--- config.mk ---
export PLATFORM = sky130hd
export DESIGN_NAME = sdram_arb
export DESIGN_NICKNAME = d
export VERILOG_FILES = /design/src/rtl/sdram_pkg.sv /design/src/rtl/sdram_ref_timer.sv /design/src/rtl/sdram_arb.sv
export SDC_FILE = /design/constraint.sdc
export NUM_CORES = 1
export LEC_CHECK = 0
export BUFFER_PORTS_ARGS = -buffer_cell sky130_fd_sc_hd__buf_2
export CAP_MARGIN = 30
export CORE_MARGIN = 4
export CORE_UTILIZATION = 53
export DETAILED_ROUTE_END_ITERATION = 12
export GPL_ROUTABILITY_DRIVEN = 0
export PLACE_DENSITY = 0.84
export SYNTH_ARGS = -nofsm -noshare
export SYNTH_HDL_FRONTEND = slang
export SYNTH_SLANG_ARGS = --single-unit
--- constraint.sdc ---
create_clock -name sclk -period 2 [get_ports sclk]
set_input_delay 0.6 -clock sclk [delete_from_list [all_inputs] [get_ports sclk]]
set_output_delay 0.6 -clock sclk [all_outputs]
set_load 0.1 [all_outputs]
--- src/rtl/sdram_pkg.sv ---
// sdram_pkg: shared state and command encodings for the SDRAM frame-buffer path
//   arb_state_t : one-hot arbiter states (AREF reported as 0011)
//   sdram_cmd_t : SDRAM command codes {cs_n, ras_n, cas_n, we_n} used by the engines
//   REF_CYC_DEF : default refresh interval (7.8 us at 100 MHz)
package sdram_pkg;
    typedef enum logic [3:0] {
        INIT  = 4'b0001,
        IDLE  = 4'b0010,
        AREF  = 4'b0011,
        WRITE = 4'b0100,
        READ  = 4'b1000
    } arb_state_t;
    typedef enum logic [3:0] {
        CMD_NOP  = 4'b0111,
        CMD_ACT  = 4'b0011,
        CMD_WR   = 4'b0100,
        CMD_RD   = 4'b0101,
        CMD_BSTP = 4'b0110,
        CMD_PR   = 4'b0010,
        CMD_AR   = 4'b0001,
        CMD_LMR  = 4'b0000
    } sdram_cmd_t;
    localparam int REF_CYC_DEF = 780;
endpackage

--- src/rtl/sdram_ref_timer.sv ---
// sdram_ref_timer: auto-refresh interval timer with pending and sticky overrun flags
//   sclk, rst      : clock, async active-high reset
//   run            : count enable; counter held at 0 while low
//   aref_done      : refresh finished (already qualified by the AREF state)
//   ref_pending    : refresh due, set on wrap, cleared by aref_done
//   ref_overrun    : sticky, interval expired while a refresh was still pending
module sdram_ref_timer
    import sdram_pkg::*;
#(
    parameter int REF_CYC = REF_CYC_DEF,
    parameter int CNT_W   = 10
) (
    input  logic sclk,
    input  logic rst,
    input  logic run,
    input  logic aref_done,
    output logic ref_pending,
    output logic ref_overrun
);
    logic [CNT_W-1:0] cnt;
    logic             wrap;
    assign wrap = run && cnt == CNT_W'(REF_CYC - 1);
    always_ff @(posedge sclk or posedge rst) begin
        if (rst) begin
            cnt         <= '0;
            ref_pending <= 1'b0;
            ref_overrun <= 1'b0;
        end else begin
            cnt         <= (!run || wrap) ? '0 : cnt + 1'b1;
            // a wrap re-arms the request even when the previous refresh finishes on the same edge
            ref_pending <= wrap | (ref_pending & ~aref_done);
            if (wrap && ref_pending && !aref_done)
                ref_overrun <= 1'b1;
        end
    end
endmodule

--- src/rtl/sdram_arb.sv ---
// sdram_arb: grants the SDRAM command bus to refresh, camera write or display read
//   sclk, rst                 : clock, async active-high reset
//   init_done                 : power-up sequence complete (only looked at in INIT)
//   wr_req/rd_req             : burst pending levels from write/read engines
//   wr_done/rd_done/aref_done : one-cycle release pulses, honoured only in the matching state
//   wr_en/rd_en/aref_en       : registered one-hot grants
//   ref_pending/ref_overrun   : refresh due / sticky missed-refresh error
//   arb_state                 : current state (one-hot, AREF = 0011)
// Macro SDRAM_ARB_RR_EN: round-robin between write and read; default is write-over-read priority.
module sdram_arb
    import sdram_pkg::*;
#(
    parameter int REF_CYC = REF_CYC_DEF,
    parameter int CNT_W   = 10
) (
    input  logic       sclk,
    input  logic       rst,
    input  logic       init_done,
    input  logic       wr_req,
    input  logic       wr_done,
    input  logic       rd_req,
    input  logic       rd_done,
    input  logic       aref_done,
    output logic       wr_en,
    output logic       rd_en,
    output logic       aref_en,
    output logic       ref_pending,
    output logic       ref_overrun,
    output logic [3:0] arb_state
);
    arb_state_t state, nxt;
    logic       pick_wr;
    sdram_ref_timer #(.REF_CYC(REF_CYC), .CNT_W(CNT_W)) u_timer (
        .sclk        (sclk),
        .rst         (rst),
        .run         (state != INIT),
        .aref_done   (state == AREF && aref_done),
        .ref_pending (ref_pending),
        .ref_overrun (ref_overrun)
    );
`ifdef SDRAM_ARB_RR_EN
    logic last_wr;
    // on a tie, serve whichever side was not served last
    assign pick_wr = wr_req && !(rd_req && last_wr);
    always_ff @(posedge sclk or posedge rst) begin
        if (rst)
            last_wr <= 1'b0;
        else if (nxt == WRITE || nxt == READ)
            last_wr <= nxt == WRITE;
    end
`else
    assign pick_wr = wr_req;
`endif
    always_comb begin
        nxt = state;
        case (state)
            INIT:    nxt = init_done ? IDLE : INIT;
            IDLE:    nxt = ref_pending ? AREF : pick_wr ? WRITE : rd_req ? READ : IDLE;
            AREF:    nxt = aref_done ? IDLE : AREF;
            WRITE:   nxt = wr_done ? IDLE : WRITE;
            READ:    nxt = rd_done ? IDLE : READ;
            default: nxt = INIT;
        endcase
    end
    always_ff @(posedge sclk or posedge rst) begin
        if (rst) begin
            state   <= INIT;
            wr_en   <= 1'b0;
            rd_en   <= 1'b0;
            aref_en <= 1'b0;
        end else begin
            state   <= nxt;
            wr_en   <= nxt == WRITE;
            rd_en   <= nxt == READ;
            aref_en <= nxt == AREF;
        end
    end
    assign arb_state = state;
endmodule
=== Word-level counts from Yosys, hierarchy flattened ===
Index checks and enable logic that the tools add are counted.

* Bits in registers: 19
* Output and inout port bits: 9
* Word-level logic and storage cells: 37

* Add/subtract/negate cells: 1
* Equality and inequality tests: 10
* Multiplexer cells: 9
* Bitwise operators: 3
* Reduce and logical (&&, ||, !) cells: 7

{| class="wikitable"
|+ Operators by type and width
! cell !! count
|-
| $pmux W4 S5 || 1
|-
| $mux W4 || 4
|-
| $eq A4 B2 Y1 const B || 3
|-
| $add A10 B1 Y10 const B || 1
|-
| $eq A10 B10 Y1 const B || 1
|-
| $mux W10 || 1
|-
| $eq A4 B3 Y1 const B || 2
|-
| $eq A4 B4 Y1 const B || 2
|-
| $eq A4 B1 Y1 const B || 1
|-
| $logic_and A1 B1 Y1 || 4
|-
| $ne A4 B1 Y1 const B || 1
|-
| $mux W3 || 1
|-
| $logic_not A1 Y1 || 2
|-
| $mux W2 || 1
|-
| $and A1 B1 Y1 || 1
|-
| $logic_or A1 B1 Y1 || 1
|-
| $mux W1 || 1
|-
| $not A1 Y1 || 1
|-
| $or A1 B1 Y1 || 1
|}

=== Longest topological paths before layout ===
* Depth in word-level cells: 5
* Gate-level depth with buffers: 5

=== Hierarchy ===
From an unflattened synthesis, not the netlist that was laid out.

* Cell total of the unflattened synthesis: 90
* Area, all modules: 944.7 sq um

{| class="wikitable"
|+ Modules (own cells, without submodules)
! module !! instances !! cells an instance !! area an instance (sq um) !! seq. area each (sq um)
|-
| sdram_ref_timer || 1 || 54 || 574.3 || 300.3
|-
| sdram_arb || 1 || 36 || 370.4 || 176.4
|}

=== Worst setup path after synthesis ===
Ideal clock, no wire load.

* Path kind: flip-flop to flip-flop
* Start: register state[0], in the netlist arb_state[0]
* End: register u_timer.cnt[2]
* Library setup time: 0.125 ns
* Data arrival time: 1.753 ns
* Path slack: 0.122 ns
* Stages on the path, launching flop included: 5
* Buffers on the path: 2
* Clock period less this slack: 1.878 ns
* Cells stage by stage: dfstp_2 -> clkbuf_1 -> nor4b_1 -> buf_2 -> nor3_1

* Longest elaborated chain between the ends: 4

{| class="wikitable"
|+ Ends and longest elaborated chain
! what !! RTL line !! source
|-
| start, declared || sdram_arb.sv:31 || <nowiki>arb_state_t state, nxt;</nowiki>
|-
| start signal, assigned || sdram_arb.sv:72 || <nowiki>state <= nxt;</nowiki>
|-
| $ne A4 B1 Y1 (*) || sdram_arb.sv:36 || <nowiki>.run (state != INIT),</nowiki>
|-
| $logic_not A1 Y1 or $logic_and A1 B1 Y1 (tied branches) || sdram_ref_timer.sv:29, sdram_ref_timer.sv:22 ||
|-
| $logic_or A1 B1 Y1 (*) || sdram_ref_timer.sv:29 || <nowiki>cnt <= (!run || wrap) ? '0 : cnt + 1'b1;</nowiki>
|-
| $mux W10 (*) || sdram_ref_timer.sv:29 ||
|-
| end signal, assigned || sdram_ref_timer.sv:29 ||
|-
| end, declared || sdram_ref_timer.sv:20 || <nowiki>logic [CNT_W-1:0] cnt;</nowiki>
|}

Mark *: on every way between the ends. The rest lies on a longest branch, timed or not.
A chain may end at the register's enable or synchronous reset.

=== Worst setup path in the final report ===
* Start: register state[1], in the netlist arb_state[1]
* End: output port arb_state[1]

{| class="wikitable"
|+ RTL lines
! what !! RTL line !! source
|-
| end, declared || sdram_arb.sv:29 || <nowiki>output logic [3:0] arb_state</nowiki>
|}

No word-level cell between the ends.

==> impl_results.md <==
* Hold Path Class: primary input to async pin
* Crit end category: output pin
* Post-route ant nets at 0
* Setup slack, reg-to-reg at 0.36 ns
* Pwr dens at 1320 nW/um^2
* Dominant cell type by area after synthesis: dfrtp_1
* N_diodes at 0
* EDFF count, synth at 0
* Clock Pin Slew Worst Setup and Hold Paths at 0.10 ns
* Gate power share at 47.6%
* Clk pwr share at 12.8%
* Worst Max-Slew Pin Slew at 0.699 ns
* Nets at 123
* Top post-synthesis cells by area: dfrtp_1 46%, nand3_1 3.1%, o21ai_0 3.1%
* Slew margin rel. at 53.3%
* Most common cell in the netlist: dfrtp_1
* DR DRC count at 0
* Worst Path Required at 1.40 ns
* Sum Neg Setup Slack at 0 ns
* RSZ-0062 raised after global routing: no
* Most instantiated cells after synthesis: 18 x dfrtp_1, 6 x inv_1, 6 x nand3_1, 6 x o21ai_0
* CTS tree: yes
* Tot GR Track Use at 17.3%
* Die Ht at 51.0 um
* Sequential power share at 39.7%
* Startpoint Class: flip-flop
* Clk_skew at 0.00570 ns
* CP max FO at 12
* Fmax at 523 MHz
* Post-Syn Instances at 97
* Buffers and inverters on the worst path at 1
* Share of the synthesized area in the top cell type at 45.9%
* Leak at 0.511 nW
* Final Critical Period at 1.91 ns
* Clk_lat worst skew at 0.29 ns
* Final setup margin at 0.0878 ns
* Cts hold-fix bufs at 0
* Routed vias/inst at 5.63
* Die Area at 2600 um^2
* H-tree depth at 1
* Finished Layout Cells at 138
* Placement-stage cell area at 1080 um^2
* CP delay by family, top: flip-flops
* Number of buffers added for setup after CTS at 0
* Async SR Flop Fraction at 100%
* Synth warnings at 0
* Vias in the first global route at 761
* R2r startpoint: u_timer.cnt[4]
* Final HPWL DP at 1.42 mm
* Largest net degree at the start of global routing at 20
* Synth unique cells at 43
* CP max-delay cell: dfrtp_1
* Critical path class: flip-flop to output pin
* Area Overhead vs Synth at 13.1%
* Post-synthesis area per instance at 10.1 um^2
* Max cap viols at 0
* Psw at 726 uW
* Worst reg2reg endpoint: u_timer.cnt[6]
* Sw frac at 49.6%
* Met1 WL at 849 um
* Initial Utilization at 56.2%
* Final hold violation count at 0
* Highest metal used: met4
* WL met3 at 71 um
* Period utilization at 95.6%
* DR vias at 777
* DR pass1 iterations at 4
* First-pass GRT wire length at 3.34 mm
* I/O Buffers at 16
* Root cell of the clock tree: clkbuf_4
* Design Area, Final at 1110 um^2
* Initial antenna violation count at 0
* Slowest stage delay, CP at 0.53 ns
* Pre-CTS WS at 0.350 ns
* Status: finished, final reports clean
* Endpoints failing setup at 0
* Final WL at 1.87 mm
* Met2 WL at 917 um
* Clk buf depth at 2
* Register-to-Register Path Depth at 4
* Drt wl/cell at 13.5 um
* Die width at 51.0 um
* Drt first-iter violations at 15
* Overflow after GRT at 0
* Site Rows at 15
* Post-cts resize count at 0
* Core Region at 1750 um^2
* WP data arrival at 1.31 ns
* Cell breakdown of the critical path: buf_2
* Syn Std Cell Area at 981 um^2
* Syn nets at 106
* Layout cell share with drive strength beyond 1 at 28.3%
* I/O Pins at 17
* TritonCTS Buffers at 3
* Placed Cells at 134
* Design internal power at 739 uW
* Sink Count at 19
* Peak VDD IR at 680 uV
* Yosys reg bits at 19
* Ys flop type: dfrtp_1
* WHS at 0.396 ns
* Sequential share of the synthesized area at 48.6%
* Final max-slew violation count at 0
-- state kept, by name (all words and copies together) (netlist names) --
name                 cells
u_timer.ref_pending      1
wr_en                    1
rd_en                    1
u_timer.cnt             10
u_timer.ref_overrun      1
aref_en                  1
arb_state                4
-- cell families after synthesis --
kind of cell    share of synthesized area [%]
fa+ha+maj                                1.28
mux                                      1.02
simple gates                             23.3
buf+inv                                  5.10
flops                                    48.6
compound gates                           17.1
xor+xnor                                 3.57
-- power groups by stage --
stage          Clock, mW  Sequential (mW)  Combinational [mW]
4_1_cts            0.198            0.579               0.693
3_3_place_gp           0            0.581               0.681
3_5_place_dp           0            0.588               0.690
5_1_grt            0.216            0.601               0.745
6_report           0.187            0.581               0.697
2_1_floorplan          0            0.832               0.329
-- routing by layer --
| layer | GRT usage (%) | up-vias |
|---|---|---|
| li1 | - | 394 |
| met5 | 0 | - |
| met3 | 2.62 | 4 |
| met4 | 8.07 | 0 |
| met2 | 30.5 | 15 |
| met1 | 20.3 | 364 |
-- how the worst max path moves through the flow --
stage                               from        endpoint  slack, ns  depth (start not counted)
after CTS                   arb_state[0]    arb_state[0]      0.007                          1
after floorplan             arb_state[0]  u_timer.cnt[2]       0.12                          4
after detailed placement  u_timer.cnt[4]  u_timer.cnt[6]       0.35                          4
after global routing        arb_state[1]    arb_state[1]       0.01                          1
after global placement      arb_state[0]    arb_state[0]       0.37                          1
final                       arb_state[1]    arb_state[1]       0.09                          1
-- cells in the final DEF, fill, tap and decap left out, types with 3 or more instances in the layout --
cell,instances
a211oi_1,3
buf_2,15
clkbuf_4,4
dfrtp_1,18
inv_1,6
nand2_1,3
nand3_1,6
nor2_1,4
nor3_1,4
o21ai_0,6
o32ai_1,3
or3_1,3
-- cell type report --
type | count | area, um^2
Clock buffer | 3 | 22.5
Clock inverter | 1 | 5.00
Fill cell | 171 | 636
Inverter | 6 | 22.5
Multi-Input combinational cell | 66 | 454
Sequential cell | 19 | 477
Tap cell | 25 | 31.3
Timing Repair Buffer | 18 | 97.6
-- stage by stage --
step,utilization [%],total power [mW]
2_1_floorplan,-,1.16
3_3_place_gp,61.9,1.26
3_5_place_dp,61.9,1.28
4_1_cts,63.4,1.47
5_1_grt,63.6,1.56
6_report,63.6,1.46
No activity file was read; power rests on OpenSTA's default activity.
